[config.mk]
export PLATFORM = sky130hd
export DESIGN_NAME = rename_map_flat
export DESIGN_NICKNAME = d
export VERILOG_FILES = /design/src/rtl/rename_map_pkg.sv /design/src/rtl/rename_map_if.sv /design/src/rtl/rename_ready_table.sv /design/src/rtl/rename_map.sv /design/src/flat_wrapper.sv
export SDC_FILE = /design/constraint.sdc
export NUM_CORES = 1
export LEC_CHECK = 0
export ABC_AREA = 1
export CAP_MARGIN = 20
export CORE_ASPECT_RATIO = 1.25
export CORE_MARGIN = 3
export CORE_UTILIZATION = 40
export CTS_CLUSTER_DIAMETER = 150
export DETAILED_ROUTE_END_ITERATION = 10
export PLACE_DENSITY_LB_ADDON = 0.3
export SLEW_MARGIN = 10
export SYNTH_ARGS = -nofsm -noshare
export SYNTH_HDL_FRONTEND = slang
export SYNTH_HIERARCHICAL = 1
export SYNTH_SLANG_ARGS = --single-unit
[constraint.sdc]
create_clock -name clk -period 7.37 [get_ports clk]
set_input_delay 1.474 -clock clk [delete_from_list [all_inputs] [get_ports clk]]
set_output_delay 1.474 -clock clk [all_outputs]
set_load 0.01 [all_outputs]
[src/rtl/rename_map_pkg.sv]
// Shared rename types and default widths. Dispatch and the ROB consume rename_pkt_t directly.
package rename_map_pkg;

  localparam int ARCH_REG_BITS_DEF = 5;
  localparam int PHYS_REG_BITS_DEF = 6;

  typedef logic [ARCH_REG_BITS_DEF-1:0] arch_reg_t;
  typedef logic [PHYS_REG_BITS_DEF-1:0] phys_tag_t;

  typedef struct packed {
    phys_tag_t prd;
    phys_tag_t old_prd;
    phys_tag_t prs1;
    phys_tag_t prs2;
    logic      rdy1;
    logic      rdy2;
    logic      has_rd;
  } rename_pkt_t;

  // Writeback tag hit against a looked-up or held source tag.
  function automatic logic tag_hit(logic vld, phys_tag_t a, phys_tag_t b);
    return vld && (a == b);
  endfunction

endpackage

[src/rtl/rename_map_if.sv]
// Rename stage bus: decode request, free-list pop, renamed packet, CDB wakeup and commit update.
interface rename_map_if
  import rename_map_pkg::*;
#(
  parameter int ARCH_REG_BITS = ARCH_REG_BITS_DEF,
  parameter int PHYS_REG_BITS = PHYS_REG_BITS_DEF
);
  logic                     flush;

  logic                     dec_valid;
  logic                     dec_ready;
  logic [ARCH_REG_BITS-1:0] dec_rd;
  logic [ARCH_REG_BITS-1:0] dec_rs1;
  logic [ARCH_REG_BITS-1:0] dec_rs2;

  logic                     fl_pop;
  logic                     fl_pop_resp;
  logic [PHYS_REG_BITS-1:0] fl_pop_data;

  logic                     ren_valid;
  logic                     ren_ready;
  logic [PHYS_REG_BITS-1:0] ren_prd;
  logic [PHYS_REG_BITS-1:0] ren_old_prd;
  logic [PHYS_REG_BITS-1:0] ren_prs1;
  logic [PHYS_REG_BITS-1:0] ren_prs2;
  logic                     ren_rdy1;
  logic                     ren_rdy2;
  logic                     ren_has_rd;

  logic                     cdb_valid;
  logic [PHYS_REG_BITS-1:0] cdb_prd;

  logic                     cmt_valid;
  logic [ARCH_REG_BITS-1:0] cmt_rd;
  logic [PHYS_REG_BITS-1:0] cmt_prd;

  modport slave (
    input  flush,
    input  dec_valid, dec_rd, dec_rs1, dec_rs2,
    output dec_ready,
    output fl_pop,
    input  fl_pop_resp, fl_pop_data,
    output ren_valid, ren_prd, ren_old_prd, ren_prs1, ren_prs2,
    output ren_rdy1, ren_rdy2, ren_has_rd,
    input  ren_ready,
    input  cdb_valid, cdb_prd,
    input  cmt_valid, cmt_rd, cmt_prd
  );

  modport master (
    output flush,
    output dec_valid, dec_rd, dec_rs1, dec_rs2,
    input  dec_ready,
    input  fl_pop,
    output fl_pop_resp, fl_pop_data,
    input  ren_valid, ren_prd, ren_old_prd, ren_prs1, ren_prs2,
    input  ren_rdy1, ren_rdy2, ren_has_rd,
    output ren_ready,
    output cdb_valid, cdb_prd,
    output cmt_valid, cmt_rd, cmt_prd
  );

endinterface

[src/rtl/rename_ready_table.sv]
// Physical register ready bits: allocation clears, CDB writeback sets, two source lookups.
// With RENAME_CDB_BYPASS_EN a same-cycle CDB hit is folded into the lookups.
module rename_ready_table
  import rename_map_pkg::*;
#(
  parameter int PHYS_REG_BITS = PHYS_REG_BITS_DEF
) (
  input  logic                          clk,
  input  logic                          rst,
  input  logic                          flush,
  input  logic                          alloc_en,
  input  logic [PHYS_REG_BITS-1:0]      alloc_tag,
  input  logic                          cdb_valid,
  input  logic [PHYS_REG_BITS-1:0]      cdb_tag,
  input  logic [1:0][PHYS_REG_BITS-1:0] src_tag,
  output logic [1:0]                    src_rdy
);

  localparam int NUM_PHYS = 1 << PHYS_REG_BITS;

  logic [NUM_PHYS-1:0] ready_q, ready_d;

  // Allocation is applied after the CDB set so a same-tag collision ends not-ready.
  always_comb begin
    ready_d = ready_q;
    if (flush) begin
      ready_d = '1;
    end else begin
      if (cdb_valid) ready_d[cdb_tag] = 1'b1;
      if (alloc_en)  ready_d[alloc_tag] = 1'b0;
    end
  end

  always_ff @(posedge clk) begin
    if (rst) ready_q <= '1;
    else     ready_q <= ready_d;
  end

  always_comb begin
    src_rdy = '0;
    for (int i = 0; i < 2; i++) begin
`ifdef RENAME_CDB_BYPASS_EN
      src_rdy[i] = ready_q[src_tag[i]] | (cdb_valid && (cdb_tag == src_tag[i]));
`else
      src_rdy[i] = ready_q[src_tag[i]];
`endif
    end
  end

endmodule

[src/rtl/rename_map.sv]
// Register rename: front/retirement map tables, ready table and one registered output stage.
// Build option RENAME_CDB_BYPASS_EN: same-cycle CDB wakeup of looked-up and held source tags.
module rename_map
  import rename_map_pkg::*;
#(
  parameter int ARCH_REG_BITS = ARCH_REG_BITS_DEF,
  parameter int PHYS_REG_BITS = PHYS_REG_BITS_DEF
) (
  input  logic        clk,
  input  logic        rst,
  rename_map_if.slave bus
);

  localparam int NUM_ARCH = 1 << ARCH_REG_BITS;

  logic [NUM_ARCH-1:0][PHYS_REG_BITS-1:0] front_q, front_d;
  logic [NUM_ARCH-1:0][PHYS_REG_BITS-1:0] ret_q, ret_d;
  rename_pkt_t                            pkt_q, pkt_d;
  logic                                   ren_valid_q, ren_valid_d;

  logic [PHYS_REG_BITS-1:0] prs1, prs2;
  logic [1:0]               tbl_rdy;
  logic                     rs1_zero, rs2_zero, rd_live;
  logic                     slot_free, cdb_block, go, fire, alloc;

  assign rs1_zero = (bus.dec_rs1 == '0);
  assign rs2_zero = (bus.dec_rs2 == '0);
  assign rd_live  = (bus.dec_rd != '0);

  // Sources read the map as it stood before this cycle's rd write.
  assign prs1 = rs1_zero ? '0 : front_q[bus.dec_rs1];
  assign prs2 = rs2_zero ? '0 : front_q[bus.dec_rs2];

`ifdef RENAME_CDB_BYPASS_EN
  assign cdb_block = 1'b0;
`else
  // No bypass path: a wakeup landing on a looked-up tag would be lost, so hold decode off.
  assign cdb_block = (!rs1_zero && tag_hit(bus.cdb_valid, bus.cdb_prd, prs1)) ||
                     (!rs2_zero && tag_hit(bus.cdb_valid, bus.cdb_prd, prs2));
`endif

  assign slot_free = !ren_valid_q || bus.ren_ready;
  assign go        = bus.dec_valid && slot_free && !bus.flush && !cdb_block;
  assign fire      = go && (!rd_live || bus.fl_pop_resp);
  assign alloc     = fire && rd_live;

  assign bus.fl_pop    = go && rd_live;
  assign bus.dec_ready = fire;

  rename_ready_table #(
    .PHYS_REG_BITS(PHYS_REG_BITS)
  ) u_ready (
    .clk       (clk),
    .rst       (rst),
    .flush     (bus.flush),
    .alloc_en  (alloc),
    .alloc_tag (bus.fl_pop_data),
    .cdb_valid (bus.cdb_valid),
    .cdb_tag   (bus.cdb_prd),
    .src_tag   ({prs2, prs1}),
    .src_rdy   (tbl_rdy)
  );

  // Commit lands first so a same-cycle flush restores from the updated retirement map.
  always_comb begin
    ret_d   = ret_q;
    front_d = front_q;
    if (bus.cmt_valid && (bus.cmt_rd != '0)) ret_d[bus.cmt_rd] = bus.cmt_prd;
    if (bus.flush)  front_d = ret_d;
    else if (alloc) front_d[bus.dec_rd] = bus.fl_pop_data;
  end

  always_comb begin
    pkt_d       = pkt_q;
    ren_valid_d = ren_valid_q;
    if (bus.flush) begin
      ren_valid_d = 1'b0;
    end else if (fire) begin
      ren_valid_d  = 1'b1;
      pkt_d.prd     = rd_live ? bus.fl_pop_data : '0;
      pkt_d.old_prd = rd_live ? front_q[bus.dec_rd] : '0;
      pkt_d.prs1    = prs1;
      pkt_d.prs2    = prs2;
      pkt_d.rdy1    = rs1_zero | tbl_rdy[0];
      pkt_d.rdy2    = rs2_zero | tbl_rdy[1];
      pkt_d.has_rd  = rd_live;
    end else if (slot_free) begin
      ren_valid_d = 1'b0;
    end else begin
`ifdef RENAME_CDB_BYPASS_EN
      // Held packet still watches the CDB so dispatch sees the wakeup.
      if (tag_hit(bus.cdb_valid, bus.cdb_prd, pkt_q.prs1)) pkt_d.rdy1 = 1'b1;
      if (tag_hit(bus.cdb_valid, bus.cdb_prd, pkt_q.prs2)) pkt_d.rdy2 = 1'b1;
`endif
    end
  end

  always_ff @(posedge clk) begin
    if (rst) begin
      for (int i = 0; i < NUM_ARCH; i++) begin
        front_q[i] <= PHYS_REG_BITS'(i);
        ret_q[i]   <= PHYS_REG_BITS'(i);
      end
      pkt_q       <= '0;
      ren_valid_q <= 1'b0;
    end else begin
      front_q     <= front_d;
      ret_q       <= ret_d;
      pkt_q       <= pkt_d;
      ren_valid_q <= ren_valid_d;
    end
  end

  assign bus.ren_valid   = ren_valid_q;
  assign bus.ren_prd     = pkt_q.prd;
  assign bus.ren_old_prd = pkt_q.old_prd;
  assign bus.ren_prs1    = pkt_q.prs1;
  assign bus.ren_prs2    = pkt_q.prs2;
  assign bus.ren_rdy1    = pkt_q.rdy1;
  assign bus.ren_rdy2    = pkt_q.rdy2;
  assign bus.ren_has_rd  = pkt_q.has_rd;

endmodule
[src/flat_wrapper.sv]
// flat-port wrapper written by rule: the top's interface ports become plain ports
module rename_map_flat import rename_map_pkg::*;
#(
  parameter int ARCH_REG_BITS = ARCH_REG_BITS_DEF,
  parameter int PHYS_REG_BITS = PHYS_REG_BITS_DEF
)
  (clk, rst, bus_flush, bus_dec_valid, bus_dec_rd, bus_dec_rs1, bus_dec_rs2, bus_dec_ready, bus_fl_pop, bus_fl_pop_resp, bus_fl_pop_data, bus_ren_valid, bus_ren_prd, bus_ren_old_prd, bus_ren_prs1, bus_ren_prs2, bus_ren_rdy1, bus_ren_rdy2, bus_ren_has_rd, bus_ren_ready, bus_cdb_valid, bus_cdb_prd, bus_cmt_valid, bus_cmt_rd, bus_cmt_prd);
  rename_map_if #(.ARCH_REG_BITS(ARCH_REG_BITS), .PHYS_REG_BITS(PHYS_REG_BITS)) bus_i ();
  input  logic clk;
  input  logic rst;
  input wire logic [$bits(bus_i.flush)-1:0] bus_flush;
  input wire logic [$bits(bus_i.dec_valid)-1:0] bus_dec_valid;
  input wire logic [$bits(bus_i.dec_rd)-1:0] bus_dec_rd;
  input wire logic [$bits(bus_i.dec_rs1)-1:0] bus_dec_rs1;
  input wire logic [$bits(bus_i.dec_rs2)-1:0] bus_dec_rs2;
  output wire logic [$bits(bus_i.dec_ready)-1:0] bus_dec_ready;
  output wire logic [$bits(bus_i.fl_pop)-1:0] bus_fl_pop;
  input wire logic [$bits(bus_i.fl_pop_resp)-1:0] bus_fl_pop_resp;
  input wire logic [$bits(bus_i.fl_pop_data)-1:0] bus_fl_pop_data;
  output wire logic [$bits(bus_i.ren_valid)-1:0] bus_ren_valid;
  output wire logic [$bits(bus_i.ren_prd)-1:0] bus_ren_prd;
  output wire logic [$bits(bus_i.ren_old_prd)-1:0] bus_ren_old_prd;
  output wire logic [$bits(bus_i.ren_prs1)-1:0] bus_ren_prs1;
  output wire logic [$bits(bus_i.ren_prs2)-1:0] bus_ren_prs2;
  output wire logic [$bits(bus_i.ren_rdy1)-1:0] bus_ren_rdy1;
  output wire logic [$bits(bus_i.ren_rdy2)-1:0] bus_ren_rdy2;
  output wire logic [$bits(bus_i.ren_has_rd)-1:0] bus_ren_has_rd;
  input wire logic [$bits(bus_i.ren_ready)-1:0] bus_ren_ready;
  input wire logic [$bits(bus_i.cdb_valid)-1:0] bus_cdb_valid;
  input wire logic [$bits(bus_i.cdb_prd)-1:0] bus_cdb_prd;
  input wire logic [$bits(bus_i.cmt_valid)-1:0] bus_cmt_valid;
  input wire logic [$bits(bus_i.cmt_rd)-1:0] bus_cmt_rd;
  input wire logic [$bits(bus_i.cmt_prd)-1:0] bus_cmt_prd;
  assign bus_i.flush = bus_flush;
  assign bus_i.dec_valid = bus_dec_valid;
  assign bus_i.dec_rd = bus_dec_rd;
  assign bus_i.dec_rs1 = bus_dec_rs1;
  assign bus_i.dec_rs2 = bus_dec_rs2;
  assign bus_dec_ready = bus_i.dec_ready;
  assign bus_fl_pop = bus_i.fl_pop;
  assign bus_i.fl_pop_resp = bus_fl_pop_resp;
  assign bus_i.fl_pop_data = bus_fl_pop_data;
  assign bus_ren_valid = bus_i.ren_valid;
  assign bus_ren_prd = bus_i.ren_prd;
  assign bus_ren_old_prd = bus_i.ren_old_prd;
  assign bus_ren_prs1 = bus_i.ren_prs1;
  assign bus_ren_prs2 = bus_i.ren_prs2;
  assign bus_ren_rdy1 = bus_i.ren_rdy1;
  assign bus_ren_rdy2 = bus_i.ren_rdy2;
  assign bus_ren_has_rd = bus_i.ren_has_rd;
  assign bus_i.ren_ready = bus_ren_ready;
  assign bus_i.cdb_valid = bus_cdb_valid;
  assign bus_i.cdb_prd = bus_cdb_prd;
  assign bus_i.cmt_valid = bus_cmt_valid;
  assign bus_i.cmt_rd = bus_cmt_rd;
  assign bus_i.cmt_prd = bus_cmt_prd;
  rename_map #(.ARCH_REG_BITS(ARCH_REG_BITS), .PHYS_REG_BITS(PHYS_REG_BITS)) u_core (.clk(clk), .rst(rst), .bus(bus_i));
endmodule
==> results of run 1 <==
final timing paths:
check,endpoint,slack [ns],cells past startpoint
worst max register to register,u_core/bus.ren_rdy2,3.82,20
worst min-delay path,u_core/ret_q[2],0.44,2
worst max-delay path,bus_dec_ready,0.85,18
worst min register to register,u_core/ret_q[2],0.44,2
cell families (layout without fill, tap and decap cells):
| family | after synthesis | after routing | share of synthesized area (%) |
|---|---|---|---|
| AO/OA/AOI/OAI | 657 | 657 | 14.51 |
| buffers and inverters | 535 | 466 | 9.176 |
| flip-flops | 476 | 476 | 36.04 |
| other | 0 | 1 | 0 |
| AND/OR/NAND/NOR | 2513 | 2513 | 40.28 |
final cells by class:
class                      count  area share [%]
multi-input combinational   3170           49.91
sequential                   476           32.76
clock buffer                  75           5.183
timing repair buffer         124           3.957
tap                          848           3.647
inverter                     246           3.234
clock inverter                21           1.303
antenna                        1        0.008602
sequential cells by signal (all words and copies together) (netlist names):
register / flops
u_core/bus.ren_valid: 1
u_core/bus.ren_prs1: 6
u_core/bus.ren_rdy1: 1
u_core/bus.ren_has_rd: 1
u_core/bus.ren_rdy2: 1
u_core/ret_q: 192
u_core/u_ready/ready_q: 64
u_core/bus.ren_prs2: 6
u_core/front_q: 192
u_core/bus.ren_prd: 6
u_core/bus.ren_old_prd: 6
power by group through the flow:
stage	combinational (mW)	sequential [mW]	clock [mW]
2_1_floorplan	0.748	2.77	0
3_3_place_gp	1.06	2.82	0
3_5_place_dp	1.07	2.82	0
4_1_cts	1.07	2.76	2.95
5_1_grt	1.19	2.77	3.04
6_report	1.10	2.77	2.91
layer usage:
metal,vias up,part of all wire (%),GRT usage [%]
met2,1736,44,47.89
met3,382,9.8,5.210
met1,13700,39,39.00
li1,13760,-,-
met4,4,7.5,19.70
met5,-,0.024,0
cell usage after synthesis, types with 4 or more instances:
cell	n
clkbuf_1	140
o211ai_1	36
inv_1	223
a21oi_1	224
nand3_1	715
o21ai_0	130
clkinv_1	10
inv_2	9
nor2_1	400
buf_1	27
buf_2	62
nand4_1	33
nor3_1	21
nor4_1	5
buf_4	32
a211oi_1	6
inv_4	4
nand2_2	5
buf_6	28
nand2_1	1305
nor3_2	6
dfxtp_1	476
o22ai_1	162
nand3_2	7
a22oi_1	96
or4_1	6
critical path, delay by kind of cell:
kind	cells	cell delay, ns
and+or+nand+nor	14	1.72
buffers and inverters	4	1.74
stage by stage:
| stage | power, mW | area [um2] | setup slack, ns | util, % | instances |
|---|---|---|---|---|---|
| 4_1_cts | 6.777 | 29090 | 0.9418 | 44.80 | 4960 |
| 3_3_place_gp | 3.883 | 27200 | 1.015 | 41.89 | 4864 |
| 3_5_place_dp | 3.885 | 27200 | 0.9571 | 41.89 | 4864 |
| 5_1_grt | 7.009 | 29090 | 0.6320 | 44.80 | 4960 |
| 2_1_floorplan | 3.514 | 26440 | 2.648 | - | 4181 |
| 6_report | 6.783 | 29090 | 0.8474 | 44.80 | 4961 |
==> run metrics, run 1 <==
top cells by area, synth dfxtp_1 (36%), nand2_1 (19%), nand3_1 (14%), nor2_1 (5.7%), a21oi_1 (4.2%); Vias/cell 5.964; Setup Skew 0.02329 ns; Final period util 88.50%; Worst setup EP type primary output; setup TNS 0 ns; Remaining DRCs 0; Slew headroom 18.59%; clk_lat worst skew 0.61 ns; number of flops mapped to enable cells by yosys 0; Comb pwr share between 10% and 20%; first-pass GRT wire length 165300 um; Clock Sinks 476; Total GRT Usage 30.58%; area of the multi-input gates between 0.01 and 0.015 mm2; Max Fclk approximately 150 MHz; gr ovfl total 0; crit start category input pin; Die Y 293.5 um; RSZ-0062 raised after global routing false; cell repeated most along the worst path nand2_1; Syn Area/Cell between 6 and 7 um2; Primary FF master, synth dfxtp_1; Hold Buf Count CTS 0; Worst Path Max Fanout 90; fill cell count ~6800; clock-pin transition on the worst setup and hold timing paths 0.06 ns; Synth Net Count roughly 4200; register area between 0.009 and 0.01 mm2; vias in the first global route 26330; die area 0.06924 mm2; Clock Tree Root clkbuf_16; RePlAce Congestion 0.9942; post-synth top area share between 30% and 40%; DRT Pass-1 Iters 8; worst hold start u_core/ret_q[2]; DRT iter0 DRCs 3768; fin crit period ~6.5 ns; cell taking the most area after synthesis dfxtp_1; cts repair resizes 0; Buffers on Ports 75; hold slack 0.4365 ns; Max Root-Sink Buffers 3; final setup fails 0; Reg power frac between 40% and 50%; CP Cell Sequence buf_4 > inv_4 > nand2_1 > nand3_1 > nand3_1 > nand2_1 > nand2_1 > nand3_1 > nand3_1 > nand2_1 > nand2_1 > nor2_1 > nand3_1 > nand2_1 > nand2_2 > nand3_4 > inv_1 > clkdlybuf4s50_1; cell area after synthesis 0.02644 mm2; Vias 29590; Clock power frac 42.9%; Int Pwr 4.736 mW; static leakage 12.44 nW; critical path class input pin to primary output; share of cells above drive strength 1 4.669%; antenna violations before repair 4; Distinct cells, synth 35; slowest CP cell clkdlybuf4s50_1; die width 236.0 um; Sw Pwr between 2 and 2.5 mW; Final Hold Viols 0; sequential share of the synthesized area 36.04%; FP Rows 104; Hold Path Class flip-flop to flip-flop; register bit total from synthesis 476; io pins 76; Final ANT Viol Nets 0; largest net degree at the start of global routing 112; synth warn 6; status complete, no violations; Core Region 0.06493 mm2; TritonCTS clock tree yes; Post-Synthesis Cells 4181; CP Launch Point bus_dec_rs2[0]; CTS H-Tree Depth 2; Worst Path Required 5.90 ns; Worst-Margin Slew 1.217 ns; total wire length 110400 um; max-cap violations 0; DPL Wire Length between 70000 and 80000 um; Post-CTS Setup Inserts 0; fin. max-slew vios 0; critical path's largest stage delay ~0.58 ns; WL per Instance 22.24 um; VDD IR max about 0.17 mV; Cell Pwr Density 233.2 mW/mm2; NumNets Final 4115; Initial Utilization 40.72%; cts bufs inserted 51; most frequent cells in the layout nand2_1 (1304), nand3_1 (715), dfxtp_1 (476); asr flop ratio synth 0%; Sw Share 30.18%; commonest non-fill, non-tap cell in the layout nand2_1; area grow syn2layout 10.02%; Worst Path Arrival ~5.1 ns; reg2reg start u_core/front_q[126]
Note: power is estimated with default switching activity, not from simulation.
==> run 2, diff against run 1 <==
- SETUP_SLACK_MARGIN: default -> 0.4
==> results of run 2 <==
Final layout, timing and power as in run 1 (identical DEF).
